`src/rtl/branch_predict_unit.sv`:
```
// Branch resolution and bimodal prediction unit.
// A table of 2-bit saturating counters, indexed by word-aligned PC bits,
// gives a combinational taken/not-taken prediction at fetch. Resolve
// requests compute the real branch outcome, the mispredict flag and the
// correct next PC, all registered one cycle after acceptance. Statistics
// counters saturate at all-ones.
module branch_predict_unit #(
    parameter int XLEN        = 32,
    parameter int BHT_ENTRIES = 16,
    parameter int CNT_W       = 16
) (
    input  logic            clk,
    input  logic            rst,
    input  logic [XLEN-1:0] lookup_pc,
    output logic            pred_taken,
    input  logic            res_valid,
    input  logic [XLEN-1:0] res_pc,
    input  logic [XLEN-1:0] rs1_data,
    input  logic [XLEN-1:0] rs2_data,
    input  logic [2:0]      funct3,
    input  logic            branch,
    input  logic            jump,
    input  logic            res_pred_taken,
    input  logic [XLEN-1:0] res_target,
    input  logic            flush,
    output logic            out_valid,
    output logic            out_taken,
    output logic            out_mispredict,
    output logic [XLEN-1:0] redirect_pc,
    output logic [CNT_W-1:0] branch_count,
    output logic [CNT_W-1:0] mispredict_count
);

    localparam int IDX_W = (BHT_ENTRIES > 1) ? $clog2(BHT_ENTRIES) : 1;

    logic [1:0]       bht_q [BHT_ENTRIES];
    logic [1:0]       bht_d [BHT_ENTRIES];
    logic             out_valid_q, out_valid_d;
    logic             out_taken_q, out_taken_d;
    logic             out_mispredict_q, out_mispredict_d;
    logic [XLEN-1:0]  redirect_pc_q, redirect_pc_d;
    logic [CNT_W-1:0] branch_count_q, branch_count_d;
    logic [CNT_W-1:0] mispredict_count_q, mispredict_count_d;

    logic             accept;
    logic             cond_taken;
    logic             taken;
    logic             mispredict;
    logic [IDX_W-1:0] lookup_idx;
    logic [IDX_W-1:0] upd_idx;

    assign lookup_idx = lookup_pc[2 +: IDX_W];
    assign upd_idx    = res_pc[2 +: IDX_W];

    // Prediction reads the registered table, so a same-cycle update is not visible yet.
    assign pred_taken = bht_q[lookup_idx][1];

    assign accept = res_valid & ~flush;

    // Conditional-branch outcome from the B-type funct3 encoding.
    always_comb begin
        cond_taken = 1'b0;
        unique case (funct3)
            3'b000:  cond_taken = (rs1_data == rs2_data);
            3'b001:  cond_taken = (rs1_data != rs2_data);
            3'b100:  cond_taken = ($signed(rs1_data) <  $signed(rs2_data));
            3'b101:  cond_taken = ($signed(rs1_data) >= $signed(rs2_data));
            3'b110:  cond_taken = (rs1_data <  rs2_data);
            3'b111:  cond_taken = (rs1_data >= rs2_data);
            default: cond_taken = 1'b0;
        endcase
    end

    // Jumps always redirect and override the branch flag.
    assign taken      = jump | (branch & cond_taken);
    assign mispredict = taken ^ res_pred_taken;

    // Next-state for result registers, counter table and statistics.
    always_comb begin
        out_valid_d        = accept;
        out_taken_d        = 1'b0;
        out_mispredict_d   = 1'b0;
        redirect_pc_d      = '0;
        bht_d              = bht_q;
        branch_count_d     = branch_count_q;
        mispredict_count_d = mispredict_count_q;

        if (accept) begin
            out_taken_d      = taken;
            out_mispredict_d = mispredict;
            redirect_pc_d    = taken ? res_target : res_pc + XLEN'(4);

            if (branch && !jump) begin
                if (cond_taken) begin
                    if (bht_q[upd_idx] != 2'b11) begin
                        bht_d[upd_idx] = bht_q[upd_idx] + 2'b01;
                    end
                end else begin
                    if (bht_q[upd_idx] != 2'b00) begin
                        bht_d[upd_idx] = bht_q[upd_idx] - 2'b01;
                    end
                end
            end

            if ((branch || jump) && (branch_count_q != '1)) begin
                branch_count_d = branch_count_q + CNT_W'(1);
            end
            if (mispredict && (mispredict_count_q != '1)) begin
                mispredict_count_d = mispredict_count_q + CNT_W'(1);
            end
        end
    end

    // State registers; reset leaves every counter weakly not-taken.
    always_ff @(posedge clk or posedge rst) begin
        if (rst) begin
            for (int i = 0; i < BHT_ENTRIES; i++) begin
                bht_q[i] <= 2'b01;
            end
            out_valid_q        <= 1'b0;
            out_taken_q        <= 1'b0;
            out_mispredict_q   <= 1'b0;
            redirect_pc_q      <= '0;
            branch_count_q     <= '0;
            mispredict_count_q <= '0;
        end else begin
            bht_q              <= bht_d;
            out_valid_q        <= out_valid_d;
            out_taken_q        <= out_taken_d;
            out_mispredict_q   <= out_mispredict_d;
            redirect_pc_q      <= redirect_pc_d;
            branch_count_q     <= branch_count_d;
            mispredict_count_q <= mispredict_count_d;
        end
    end

    assign out_valid        = out_valid_q;
    assign out_taken        = out_taken_q;
    assign out_mispredict   = out_mispredict_q;
    assign redirect_pc      = redirect_pc_q;
    assign branch_count     = branch_count_q;
    assign mispredict_count = mispredict_count_q;

endmodule

```
`config.mk`:
```
export PLATFORM = sky130hd
export DESIGN_NAME = branch_predict_unit
export DESIGN_NICKNAME = d
export VERILOG_FILES = /design/src/rtl/branch_predict_unit.sv
export SDC_FILE = /design/constraint.sdc
export NUM_CORES = 1
export LEC_CHECK = 0
export BUFFER_PORTS_ARGS = -buffer_cell sky130_fd_sc_hd__buf_4
export CAP_MARGIN = 20
export CORE_MARGIN = 3
export CORE_UTILIZATION = 41
export CTS_CLUSTER_DIAMETER = 50
export CTS_CLUSTER_SIZE = 30
export DETAILED_ROUTE_END_ITERATION = 8
export GPL_TIMING_DRIVEN = 0
export PLACE_DENSITY = 0.68
export REMOVE_ABC_BUFFERS = 1
export SYNTH_ARGS = -nofsm -noshare
export SYNTH_HDL_FRONTEND = slang
export SYNTH_SLANG_ARGS = --single-unit
```
`constraint.sdc`:
```
create_clock -name clk -period 4.3 [get_ports clk]
set_input_delay 0.86 -clock clk [delete_from_list [all_inputs] [get_ports clk]]
set_output_delay 0.86 -clock clk [all_outputs]
set_load 0.005 [all_outputs]
```
==> metrics <==
status complete, no violations; Final min period 4016 ps; Cells after Synth 704; FILL cells 1438; Data required, critical path 4570 ps; fin crit share 93.41%; post-synth cell types 65; commonest cells after routing, fill and taps aside buf_4 (211), nand2_1 (83), dfrtp_1 (83); Die H 132.4 microns; FFs w/ async S/R, synth 100.0%; Final Hold Viols 0; drt pass-1 iters 4; predominant post-synthesis flop cell dfrtp_1; Chip Width 132.4 microns; Max Clock Freq 0.2490 GHz; area of the core 0.01543 sq mm; Cells on Worst Hold Path 1; post-route cell area 0.008660 sq mm; drt initial violations 354; CTS buffer count 9; FF-to-FF path depth 9; post-synthesis sequential area ratio 38.11%; DP HPWL 12.66 mm; post-synthesis register bit count 99; area post-placement 0.008305 sq mm; Final Max Tran Viols 0; path type of the worst min-delay path reg -> reg; root buffer cell clkbuf_16; Num Clock Sinks 99; Worst-Margin Slew 1033 ps; gr usage total 18.88%; FF-to-FF setup slack 830 ps; share of cells above drive strength 1 32.48%; H-tree Lvls 3; antenna fix cells 0; hold_sp mispredict_count[11]; Slew headroom 31.13%; area grow syn2layout 32.16%; Finished Core Util 56.13%; buffers from clock root to sink, at most 2; pwr dens 293.8 mW/mm^2; Clock Latency Late Sink 350 ps; Routed wire per std cell 15.60 microns; maximum vdd drop 203.2 uV; Critical Path AT 4290 ps; Final ANT Viol Nets 0; P_leak 4.057 nW; global route total overflow 0; Vias/cell 5.291; vias 5889; mean post-synth cell area 9.308 sq um; EDFF count, synth 0; Setup Fix Bufs, Post-CTS 0; synth warn 0; RSZ-0062 raised after global routing false; first-pass GRT wire length 27.46 mm; largest net degree at the start of global routing 58; Worst Setup Start Kind primary input; # DRC 0; GPL Wtd Cong 0.8094; post-layout power 0.002544 W; top-level I/O count 238; IO buf count 209; mapped cell area 0.006553 sq mm; nets 1107; die area 0.01754 sq mm; CTS clk-pin slew, worst paths 70 ps; endpoints failing setup 0; Crit. Startpoint rs1_data[27]; vias in the first global route 5657; R2R Path End bht_q[1]; TritonCTS clock tree done; Hold EP mispredict_count[11]; Placement Rows 45; Clock Skew 5.094 ps; Crit. End Element register; critical path peak fanout 12; Initial Util 42.47%; max-cap viol count 0; critical path class in -> reg; most common cell after layout, fill and taps aside buf_4; initial antenna violation count 0; Routed WL 17.36 mm
[metrics by stage]
stage | worst slack, ps | hold WS [ps] | TNS [ps] | instances
detailed placement | -837.8 | 485.0 | -18030 | 1095
global placement | -988.2 | 483.7 | -88440 | 1091
finish | 283.5 | 496.9 | 0 | 1113
floorplan | 56.15 | 478.0 | 0 | 671
CTS | 104.8 | 496.6 | 0 | 1111
global route | 40.59 | 518.8 | 0 | 1113
[kinds of logic (layout without fill, tap and decap cells)]
group	after synthesis	in the layout	synth area share, %
flip-flops	99	99	38.11
AO/OA/AOI/OAI	144	144	13.90
XOR/XNOR	58	58	8.039
AND/OR/NAND/NOR	248	249	19.04
buffers and inverters	81	277	5.079
adder cells (fa/ha/maj)	40	40	7.638
multiplexers	34	35	8.192
[cells in the mapped netlist (all sizes together) (20+ instances only)]
cell    count  area, sq um
nand4      20        146.4
inv        46        172.7
ha         40        500.5
xor2       22        211.5
clkbuf     22        85.08
nand2      84        317.8
nor2       47        176.4
a21oi      39        195.2
dfrtp      83         2077
xnor2      36        315.3
o21ai      46        230.2
nand3      37        185.2
[worst max-delay path, stage by stage]
cell     delay, ps
buf_4          110
ha_1           300
nand4_1        240
nor4_4         470
o311a_1        270
nor3_1          60
a211o_1        370
nor3_4         570
mux2i_2        650
a31oi_1        170
a41oi_1        200
[repair_timing]
action | CTS | global route
pin swaps | 0 | 1
hold buffers | 0 | 0
endpoints found under the setup margin | 23 | 20
resized for setup | 4 | 2
gates cloned | 0 | 2
[layout make-up]
class	count	area (sq um)	area share, %
clock buffer	10	239.0	2.760
clock inverter	6	63.81	0.7369
inverter	48	186.4	2.153
multi-input combinational	526	3786	43.72
sequential	99	2497	28.84
tap	211	264.0	3.049
timing repair buffer	213	1623	18.74
[routing by layer]
metal	GRT usage, %	share of wire, %
met1	23.99	44
met2	32.42	49
met3	3.802	5.4
met4	6.005	2.2
met5	0	0
[where the power goes]
| part | switching, W | internal [W] |
|---|---|---|
| sequential | 0.0000736 | 0.00102 |
| combinational | 0.000303 | 0.000316 |
| clock | 0.000364 | 0.000467 |
[how the worst max path moves through the flow]
stage                                end  slack (ps)  depth (start not counted)
after floorplan                 register          60                         11
after global placement    redirect_pc[5]        -990                         11
after detailed placement        register        -840                         11
after CTS                       register         100                         11
after global routing      redirect_pc[8]          40                         13
final                           register         280                         11
No activity file was read; power rests on OpenSTA's default activity.
